<file path="config.mk">
export PLATFORM = sky130hd
export DESIGN_NAME = spi_instruction_receiver
export DESIGN_NICKNAME = d
export VERILOG_FILES = /design/src/rtl/spi_instruction_receiver.sv
export SDC_FILE = /design/constraint.sdc
export NUM_CORES = 1
export LEC_CHECK = 0
export CORE_ASPECT_RATIO = 1.75
export CORE_MARGIN = 8
export CORE_UTILIZATION = 60
export CTS_BUF_LIST = sky130_fd_sc_hd__clkbuf_4
export DETAILED_ROUTE_END_ITERATION = 12
export PLACE_DENSITY_LB_ADDON = 0.2
export SLEW_MARGIN = 20
export SYNTH_ARGS = -nofsm -noshare
export SYNTH_HDL_FRONTEND = slang
export SYNTH_SLANG_ARGS = --single-unit
</file>
<file path="constraint.sdc">
create_clock -name clk -period 2.33 [get_ports clk]
set_clock_uncertainty 0.15 [all_clocks]
set_input_delay 0.233 -clock clk [delete_from_list [all_inputs] [get_ports clk]]
set_output_delay 0.233 -clock clk [all_outputs]
set_load 0.1 [all_outputs]
</file>
<file path="src/rtl/spi_instruction_receiver.sv">
// rtl/spi_instruction_receiver.sv - SPI mode-0 slave receiving opcode/operand frames and returning a result on MISO
// Resynchronises SCLK/CS_N/MOSI into clk; frames are accepted only when exactly FRAME_BITS bits arrive.
module spi_instruction_receiver #(
  parameter int OPCODE_WIDTH  = 4,
  parameter int OPERAND_WIDTH = 8,
  parameter int RESULT_WIDTH  = 8,
  parameter int SYNC_STAGES   = 2
) (
  input  logic                     clk,
  input  logic                     reset,
  input  logic                     spi_sclk,
  input  logic                     spi_cs_n,
  input  logic                     spi_mosi,
  output logic                     spi_miso,
  input  logic [RESULT_WIDTH-1:0]  result,
  output logic [OPCODE_WIDTH-1:0]  opcode,
  output logic [OPERAND_WIDTH-1:0] operand,
  output logic                     start,
  output logic                     frame_err
);

  localparam int FRAME_BITS = OPCODE_WIDTH + OPERAND_WIDTH;
  localparam int CNT_W      = $clog2(FRAME_BITS + 1);
  localparam logic [CNT_W-1:0] C_FRAME_BITS = CNT_W'(FRAME_BITS);

  typedef enum logic [1:0] {
    ST_IDLE  = 2'd0,
    ST_SHIFT = 2'd1,
    ST_ISSUE = 2'd2,
    ST_ERROR = 2'd3
  } state_t;

  logic [SYNC_STAGES-1:0]   r_sclk_sync;
  logic [SYNC_STAGES-1:0]   r_cs_sync;
  logic [SYNC_STAGES-1:0]   r_mosi_sync;
  logic                     r_sclk_prev;
  state_t                   r_state;
  state_t                   w_next;
  logic [CNT_W-1:0]         r_bitcnt;
  logic                     r_overrun;
  logic [FRAME_BITS-1:0]    r_rx_sr;
  logic [RESULT_WIDTH-1:0]  r_tx_sr;
  logic [OPCODE_WIDTH-1:0]  r_opcode;
  logic [OPERAND_WIDTH-1:0] r_operand;
  logic                     r_start;
  logic                     r_frame_err;

  logic w_sclk;
  logic w_cs_n;
  logic w_mosi;
  logic w_sclk_rise;
  logic w_sclk_fall;

  assign w_sclk      = r_sclk_sync[SYNC_STAGES-1];
  assign w_cs_n      = r_cs_sync[SYNC_STAGES-1];
  assign w_mosi      = r_mosi_sync[SYNC_STAGES-1];
  assign w_sclk_rise = w_sclk & ~r_sclk_prev;
  assign w_sclk_fall = ~w_sclk & r_sclk_prev;

  // CS_N synchroniser resets to the deselected level so reset never fakes a frame.
  always_ff @(posedge clk or negedge reset) begin
    if (!reset) begin
      r_sclk_sync <= '0;
      r_cs_sync   <= '1;
      r_mosi_sync <= '0;
      r_sclk_prev <= 1'b0;
    end else begin
      r_sclk_sync <= {r_sclk_sync[SYNC_STAGES-2:0], spi_sclk};
      r_cs_sync   <= {r_cs_sync[SYNC_STAGES-2:0], spi_cs_n};
      r_mosi_sync <= {r_mosi_sync[SYNC_STAGES-2:0], spi_mosi};
      r_sclk_prev <= w_sclk;
    end
  end

  always_ff @(posedge clk or negedge reset) begin
    if (!reset) begin
      r_state <= ST_IDLE;
    end else begin
      r_state <= w_next;
    end
  end

  always_comb begin
    w_next = r_state;
    case (r_state)
      ST_IDLE: begin
        if (!w_cs_n) begin
          w_next = ST_SHIFT;
        end
      end
      ST_SHIFT: begin
        if (w_cs_n) begin
          w_next = ((r_bitcnt == C_FRAME_BITS) && !r_overrun) ? ST_ISSUE : ST_ERROR;
        end
      end
      ST_ISSUE: w_next = ST_IDLE;
      ST_ERROR: w_next = ST_IDLE;
      default:  w_next = ST_IDLE;
    endcase
  end

  always_ff @(posedge clk or negedge reset) begin
    if (!reset) begin
      r_bitcnt    <= '0;
      r_overrun   <= 1'b0;
      r_rx_sr     <= '0;
      r_tx_sr     <= '0;
      r_opcode    <= '0;
      r_operand   <= '0;
      r_start     <= 1'b0;
      r_frame_err <= 1'b0;
    end else begin
      r_start     <= 1'b0;
      r_frame_err <= 1'b0;
      case (r_state)
        ST_IDLE: begin
          if (!w_cs_n) begin
            r_bitcnt  <= '0;
            r_overrun <= 1'b0;
            r_tx_sr   <= result;
          end
        end
        ST_SHIFT: begin
          // The cycle CS_N is seen high belongs to the frame end, not to the frame.
          if (!w_cs_n) begin
            if (w_sclk_rise) begin
              if (r_bitcnt < C_FRAME_BITS) begin
                r_rx_sr  <= {r_rx_sr[FRAME_BITS-2:0], w_mosi};
                r_bitcnt <= r_bitcnt + CNT_W'(1);
              end else begin
                r_overrun <= 1'b1;
              end
            end
            if (w_sclk_fall) begin
              r_tx_sr <= {r_tx_sr[RESULT_WIDTH-2:0], 1'b0};
            end
          end
        end
        ST_ISSUE: begin
          r_opcode  <= r_rx_sr[FRAME_BITS-1 -: OPCODE_WIDTH];
          r_operand <= r_rx_sr[OPERAND_WIDTH-1:0];
          r_start   <= 1'b1;
        end
        ST_ERROR: begin
          r_frame_err <= 1'b1;
        end
        default: ;
      endcase
    end
  end

  assign spi_miso  = ~w_cs_n & r_tx_sr[RESULT_WIDTH-1];
  assign opcode    = r_opcode;
  assign operand   = r_operand;
  assign start     = r_start;
  assign frame_err = r_frame_err;

endmodule
</file>
==> results.cfg, run 1 <==
[outcome]
status = complete, no violations

[logic_synthesis]
synth_compound_area_share_pct = 3.958
ys_types = 31
synth_nets = 143
yosysSeqAreaShare_pct = 59.49
yosysTopAreaCellShare_pct = 56.90
synth_top_family_by_area = multiplexers
ys_seq_elements = 48
synth-main-ff-cell = dfrtp_1
synthAdderAreaFrac_pct = 1.237
synthCells = 128
ys_async_sr_fraction_pct = 100.0
yosys_warnings = 0
synth-edff-count = 0
synth-xor-area-share_pct = 0
yosysTopAreaCell = dfrtp_1
synth_area_leaders = dfrtp_1 57%, mux2_4 17%, mux2_2 8.3%, dfstp_2 2.6%, buf_6 1.7%
synth.area.mux_share_pct = 25.97
synth.cell_area_mm2 = 0.002023
syn_area_per_cell_um2 = 15.81
synth_common_cells = 46 x dfrtp_1, 23 x mux2_4, 15 x mux2_2
synth_simple_gate_area_share_pct = 6.741
yosysMostFrequentCell = dfrtp_1

[global_route]
grt_pass1_vias = 1232
grt.overflow.total = 0
grt.total_usage_pct = 13.86
grt_max_degree = 49
grt_pass1_wl_mm = 5.865
antenna_found_initial = 0

[detailed_routing]
drc_errors = 0
drt_iter0_markers = 15
final_antenna_net_count = 0
vias = 1105
via_per_inst = 5.313
wl_per_cell_um = 16.05
dr.pass1.iters = 4
wl_mm = 3.339

[power]
power.density_mw_per_mm2 = 1151
vdd_drop_max_v = 0.001023
p_leak_nw = 1.200

[die]
floorplan.initialDensity_pct = 61.44
boundaryPins = 28
rows = 28
coreArea_mm2 = 0.003293
fp.dieArea_mm2 = 0.005559
chipHeight_um = 92.82
die_w_um = 59.90

[setup_path]
crit_required_ps = 2440
critPathCaptureType = flip-flop
rr_endpoint = r_rx_sr[4]
rrSetupSlack_ps = 460
r2r-start = r_state[1]
crit_start = r_state[1]
path_max_fanout = 14
crit_type = reg -> reg
critPathArrivalTime_ps = 1980
r2r_cells = 3
start_kind = flip-flop

[timing]
period_needed_ps = 1870
fmax_ghz = 0.5347
whs_ps = 121.1
setup_ws_ps = 459.6
timing_hold_violations_final = 0
slew_viol_final = 0
rsz0062_at_grt = no
slew_headroom_pct = 61.92
finalSetupViolations = 0
worst_pin_slew_ps = 571.3
timing.final.crit_share_pct = 80.27
tns_ps = 0

[finish]
antenna_cells = 0
fin_area_mm2 = 0.002426
fin_nets = 177
drive_gt1_share_pct = 43.56
area_delta_synth_final_pct = 19.91
finalNonFillerCells = 208

[clock_tree]
numCtsBuffers = 5
cts.reportedPaths.clkPinSlew_ps = 140
cts.htree.levels = 2
root_buffer = clkbuf_4
cts_buffer_depth = 2
post_cts_buffers = 0
cts_tree = done
clock_sinks = 48
clkLatencyLatePin_ps = 360
cts_resized = 0

[placement]
post-place-ws_ps = 449.8
hpwl_mm = 2.423
port_buffers = 27
dp_cells = 199
finalWeightedCongestion = 0.7110
placed_cell_area_mm2 = 0.002288

[worst_hold_path]
hp-class = in -> reg
min_to = r_cs_sync[0]
min-delay-start = spi_cs_n
min_path_cells = 1

[run]
drv_cap = 0
-- state kept, by name, summed over array words and instances, names as in the netlist --
register     flops
r_rx_sr         12
r_state          2
r_sclk_prev      1
r_overrun        1
r_cs_sync        2
r_sclk_sync      2
r_mosi_sync      2
frame_err        1
r_bitcnt         4
opcode           4
start            1
operand          8
r_tx_sr          8
-- what timing repair did --
action	in CTS	in global routing
hold buffers	1	0
hold endpoints to repair	46	0
setup endpoints to repair	0	0
-- cell usage in the layout, fill, tap and decap left out, drive strengths merged, types with 2 or more instances in the layout --
| cell | instances |
|---|---|
| a31oi | 2 |
| inv | 3 |
| and2 | 2 |
| buf | 19 |
| a21oi | 2 |
| dfrtp | 46 |
| nand2b | 2 |
| clkbuf | 5 |
| nor2 | 4 |
| dfstp | 2 |
| nand2 | 3 |
| clkdlybuf4s50 | 11 |
| nor4b | 2 |
| nor2b | 4 |
| mux2 | 39 |
| ha | 2 |
| bufinv | 3 |
-- where the power goes --
group	total (mW)	leakage, nW	switching (mW)	internal, mW
Sequential	1.16	0.615	0.140	1.02
Clock	0.701	0.0654	0.259	0.442
Combinational	0.931	0.519	0.535	0.396
Total	2.79	1.20	0.934	1.86
-- cell families after synthesis --
logic type / count (synthesis)
flip-flops: 48
multiplexers: 39
AND/OR/NAND/NOR: 22
AO/OA/AOI/OAI: 10
buffers and inverters: 7
adder cells (fa/ha/maj): 2
-- final cells by class --
| cell class | instances | area, um2 |
|---|---|---|
| Timing Repair Buffer | 31 | 260.3 |
| Inverter | 3 | 11.26 |
| Multi-Input combinational cell | 73 | 767.0 |
| Sequential cell | 48 | 1204 |
| Tap cell | 45 | 56.30 |
| Clock buffer | 5 | 37.54 |
| Clock inverter | 3 | 90.09 |
| Fill cell | 249 | 867.1 |
-- worst max-delay path, cell delays in order (launching register included) --
cell,delay [ps]
dfrtp_1,470
nor2_2,220
nand4_2,470
mux2_4,470
-- per-stage QoR --
step	power, mW	utilization (%)
2_1_floorplan	1.911	-
3_3_place_gp	2.081	69.49
3_5_place_dp	2.115	69.49
4_1_cts	2.824	73.67
5_1_grt	2.928	73.67
6_report	2.793	73.67
-- worst max-delay path by stage --
stage                        endpoint  slack, ps  cells past startpoint
after detailed placement   r_rx_sr[4]        450                      3
final                      r_rx_sr[4]        460                      3
after global routing      r_rx_sr[11]        310                      3
after global placement     r_rx_sr[6]        540                      3
after floorplan              spi_miso        230                      1
after CTS                  r_rx_sr[4]        440                      3
-- metal layers --
| layer | up-vias | wire (um) | global-route usage, % |
|---|---|---|---|
| li1 | 517 | - | - |
| met1 | 559 | 1296 | 15.22 |
| met2 | 24 | 1823 | 23.53 |
| met3 | 5 | 164 | 4.583 |
| met4 | 0 | 54 | 5.411 |
| met5 | - | 0 | 0 |
(Power assumes the default switching activity.)
==> inputs of run 2 (changes only) <==
CORE_UTILIZATION = 56   (was 60)
clock period = 1.86 ns   (was 2.33 ns; I/O delays follow)
==> run 2 against run 1 <==
Non-clock buffer count increased by 3. Via count up 1.6%. Wire length rose by 1.1%. Worst hold slack got worse by 40 ps. Final cell count rose by 1.9%. Clock power down 15%. Die area grew 5.6%. Utilization fell by 5.0 points. Combinational power up 31%. Critical path type unchanged.
==> results.cfg, run 2 (synthesized netlist as in run 1, its figures left out) <==
[global_route]
grt_max_degree = 34
antenna_found_initial = 0
grt.total_usage_pct = 12.87
grt_pass1_wl_mm = 5.561
grt_pass1_vias = 1183
grt.overflow.total = 0

[timing]
slew_viol_final = 0
slew_headroom_pct = 53.92
timing_hold_violations_final = 0
whs_ps = 81.47
period_needed_ps = 1703
rsz0062_at_grt = no
finalSetupViolations = 0
tns_ps = 0
timing.final.crit_share_pct = 91.56
worst_pin_slew_ps = 691.2
fmax_ghz = 0.5872

[clock_tree]
post_cts_buffers = 0
cts_buffer_depth = 2
cts.htree.levels = 2
clkLatencyLatePin_ps = 350
hold_buffers = 1
clock_sinks = 48
numCtsBuffers = 5
cts_tree = done
cts_resized = 0
root_buffer = clkbuf_4
cts.reportedPaths.clkPinSlew_ps = 120

[power]
power.density_mw_per_mm2 = 1336
p_leak_nw = 1.207
vdd_drop_max_v = 0.0008708
finalPower_mw = 3.264

[outcome]
status = complete, no violations

[run]
drv_cap = 0

[detailed_routing]
wl_mm = 3.376
final_antenna_net_count = 0
via_per_inst = 5.297
drc_errors = 0
drt_iter0_markers = 22
wl_per_cell_um = 15.92
vias = 1123
dr.pass1.iters = 4

[die]
fp.dieArea_mm2 = 0.005868
chipHeight_um = 95.52
rows = 29
coreArea_mm2 = 0.003556
die_w_um = 61.44
floorplan.initialDensity_pct = 56.90
boundaryPins = 28

[setup_path]
crit_type = reg -> reg
cp_cell_sequence = or2_1, a21oi_4, mux2_4
cp_slowest_stage_delay_ps = 480
start_kind = flip-flop
path_max_fanout = 8
critPathArrivalTime_ps = 1800
rrSetupSlack_ps = 160
r2r_cells = 3
critPathBufInv = 0
r2r-start = r_state[1]
cp_slowest_cell = dfrtp_1
rr_endpoint = r_tx_sr[0]
critPathCaptureType = flip-flop
cp_top_family = flip-flops
crit_required_ps = 1960

[worst_hold_path]
hp-class = in -> reg
min_to = r_cs_sync[0]
min-delay-start = spi_cs_n
min_path_cells = 1

[finish]
final_common_cell = dfrtp_1
final_cell_mix = 46 x dfrtp_1, 23 x mux2_4, 18 x buf_4, 15 x mux2_2, 11 x clkdlybuf4s50_1
fin_nets = 180
antenna_cells = 0
largest_reg_flops = 12
drive_gt1_share_pct = 45.18
top_register = r_rx_sr
area_delta_synth_final_pct = 20.72

[placement]
hpwl_mm = 2.580
port_buffers = 27
finalWeightedCongestion = 0.7771
==> run 2: through the flow <==
stage	instance area [um2]	utilization [%]	setup slack (ps)	instances
2_1_floorplan	2026	-	272.9	128
3_3_place_gp	2352	66.15	215.8	203
3_5_place_dp	2352	66.15	156.8	203
4_1_cts	2442	68.68	137.9	212
5_1_grt	2442	68.68	102.3	212
6_report	2442	68.68	156.9	212
==> run 2: per-layer routing <==
metal / GRT usage (%) / up-vias / routed length, um
met5: 0 / - / 0
met4: 5.163 / 0 / 61
met3: 4.054 / 6 / 173
met2: 21.84 / 28 / 1792
met1: 14.29 / 567 / 1349
li1: - / 522 / -
==> run 2: worst max-delay path by stage <==
stage	slack, ps	cells past startpoint	endpoint	start
4_1_cts	140	3	r_tx_sr[0]	r_state[1]
6_report	160	3	r_tx_sr[0]	r_state[1]
2_1_floorplan	270	3	r_tx_sr[0]	r_state[1]
3_3_place_gp	220	3	r_tx_sr[6]	r_state[1]
5_1_grt	100	3	r_tx_sr[0]	r_state[1]
3_5_place_dp	160	3	r_tx_sr[0]	r_state[1]
==> run 2: power breakdown <==
group | internal (mW) | switching, mW | leakage [nW]
clock | 0.297 | 0.300 | 0.0456
combinational | 0.526 | 0.690 | 0.546
sequential | 1.28 | 0.173 | 0.615
total | 2.10 | 1.16 | 1.21
==> run 2: cell type report <==
type | instances | area, um2
clock buffer | 6 | 45.04
clock inverter | 2 | 35.03
fill | 267 | 1114
inverter | 3 | 11.26
multi-input combinational | 73 | 769.5
sequential | 48 | 1204
tap | 46 | 57.56
timing repair buffer | 34 | 320.3
==> inputs of run 3 (changes only) <==
GPL_TIMING_DRIVEN = 0   (was not set)
==> run 3 against run 2 <==
Wire length decreased by 1.2%. Via count decreased by 0.89%. Sequential share of layout area about the same. Power decreased by 4.4%. Global-route usage increased by 0.37 points. Setup slack got worse by 15 ps. Count of clock-buffer cells in the layout increased by 1. Non-clock buffer count decreased by 1. Final cell count decreased by 0.47%. Combinational power about the same. Register-to-register slack about the same. Highest routed layer unchanged.
==> results.cfg, run 3 (synthesized netlist as in run 1, its figures left out) <==
[setup_path]
crit_start = r_state[1]
critPathArrivalTime_ps = 1810
crit_required_ps = 1950
start_kind = flip-flop
cp_slowest_cell = dfrtp_1
cp_top_family = flip-flops
rrSetupSlack_ps = 140
cp_cell_sequence = nor2_2, nand4_2, buf_6, mux2_4
cp_slowest_stage_delay_ps = 480
r2r-start = r_state[1]
path_max_fanout = 10
critPathCaptureType = flip-flop
critPathBufInv = 1
crit_type = reg -> reg

[detailed_routing]
via_per_inst = 5.275
drt_iter0_markers = 10
wl_per_cell_um = 15.82
vias = 1113
wl_mm = 3.337
drc_errors = 0
final_antenna_net_count = 0
dr.pass1.iters = 4

[placement]
finalWeightedCongestion = 0.7360
post-place-ws_ps = -114.2
port_buffers = 27
hpwl_mm = 2.553
dp_cells = 202
placed_cell_area_mm2 = 0.002369

[global_route]
grt_max_degree = 32
grt_pass1_vias = 1223
grt.total_usage_pct = 13.24
grt_pass1_wl_mm = 5.754
antenna_found_initial = 0
grt.overflow.total = 0

[clock_tree]
numCtsBuffers = 5
post_cts_buffers = 0
cts_tree = done
cts_buffer_depth = 2
root_buffer = clkbuf_4
clock_sinks = 48
cts.htree.levels = 2
clkLatencyLatePin_ps = 350
cts.reportedPaths.clkPinSlew_ps = 120

[power]
seq_power_share_pct = 46.3
p_sw_mw = 1.153
power.share.clock_pct = 15.2
p_leak_nw = 1.167
finalPower_mw = 3.121
switching_share_pct = 36.95
power.density_mw_per_mm2 = 1278
vdd_drop_max_v = 0.0009424
comb_power_share_pct = 38.5
p_int_mw = 1.968

[timing]
tns_ps = 0
slew_headroom_pct = 63.57
timing.final.crit_share_pct = 92.36
slew_viol_final = 0
timing_hold_violations_final = 0
period_needed_ps = 1718
finalSetupViolations = 0
worst_pin_slew_ps = 549.0
rsz0062_at_grt = no
setup_ws_ps = 142.0
fmax_ghz = 0.5821

[finish]
area_delta_synth_final_pct = 20.66
fin_nets = 179
final_common_cell = dfrtp_1
antenna_cells = 0
nFillCells = 277
finalNonFillerCells = 211
top_register = r_rx_sr
fin_area_mm2 = 0.002441
final_cell_mix = 46 x dfrtp_1, 23 x mux2_4, 15 x mux2_2, 13 x clkdlybuf4s15_2, 11 x clkdlybuf4s50_1
largest_reg_flops = 12
drive_gt1_share_pct = 44.24

[die]
chipHeight_um = 95.52
fp.dieArea_mm2 = 0.005868
rows = 29
boundaryPins = 28
die_w_um = 61.44
floorplan.initialDensity_pct = 56.90
coreArea_mm2 = 0.003556

[worst_hold_path]
min-delay-start = spi_cs_n
hp-class = in -> reg

[run]
drv_cap = 0

[outcome]
status = complete, no violations
## run 3: cell types whose count changed in the layout (fill, tap and decap cells not counted)
cell	change
clkdlybuf4s15_2	+13
buf_4	-17
bufinv_16	-1
clkbuf_2	+1
clkinv_1	+1
buf_6	+3
buf_12	-2
buf_2	+1
clkbuf_4	+1
clkinv_2	-1
## run 3: layout make-up
| type | count | area, um2 | share of cell area (%) |
|---|---|---|---|
| Buffer | 4 | 41.29 | 1.691 |
| Clock buffer | 7 | 52.55 | 2.153 |
| Multi-Input combinational cell | 73 | 769.5 | 31.52 |
| Tap cell | 46 | 57.56 | 2.358 |
| Inverter | 3 | 11.26 | 0.4613 |
| Sequential cell | 48 | 1204 | 49.31 |
| Timing Repair Buffer | 29 | 301.5 | 12.35 |
| Clock inverter | 1 | 3.754 | 0.1538 |
## run 3: through the flow
stage | utilization, % | hold slack (ps)
5_1_grt | 68.65 | 63.45
2_1_floorplan | - | -259.6
4_1_cts | 68.97 | 64.03
3_3_place_gp | 66.19 | 185.3
6_report | 68.65 | 79.08
3_5_place_dp | 66.61 | 1.626
## run 3: power groups by stage
stage	Combinational, mW	Clock [mW]	Sequential (mW)
2_1_floorplan	0.612	0	1.78
3_3_place_gp	1.20	0	1.44
3_5_place_dp	1.23	0	1.46
4_1_cts	1.22	0.494	1.45
5_1_grt	1.27	0.530	1.48
6_report	1.20	0.474	1.45
## run 3: timing repair
item,4_1_cts,5_1_grt
endpoints found under the setup margin,15,2
gates resized for setup,44,3
endpoints found under the hold margin,46,0
hold buffers,1,0
## run 3: final timing paths
path,cells after the start,to
worst max-delay path,4,r_rx_sr[10]
max in group asynchronous,3,r_cs_sync[0]
worst min register to register,0,r_cs_sync[1]
worst max register to register,4,r_rx_sr[10]
worst min-delay path,1,r_cs_sync[0]
min in group asynchronous,2,start
## run 3: layer usage
layer / GRT usage, % / vias up / wire (um) / share of wire (%)
met4: 5.545 / 0 / 66 / 2.0
met3: 3.784 / 7 / 171 / 5.1
met5: 0 / - / 0 / 0
li1: - / 518 / - / -
met1: 14.35 / 554 / 1313 / 39
met2: 22.98 / 34 / 1786 / 54
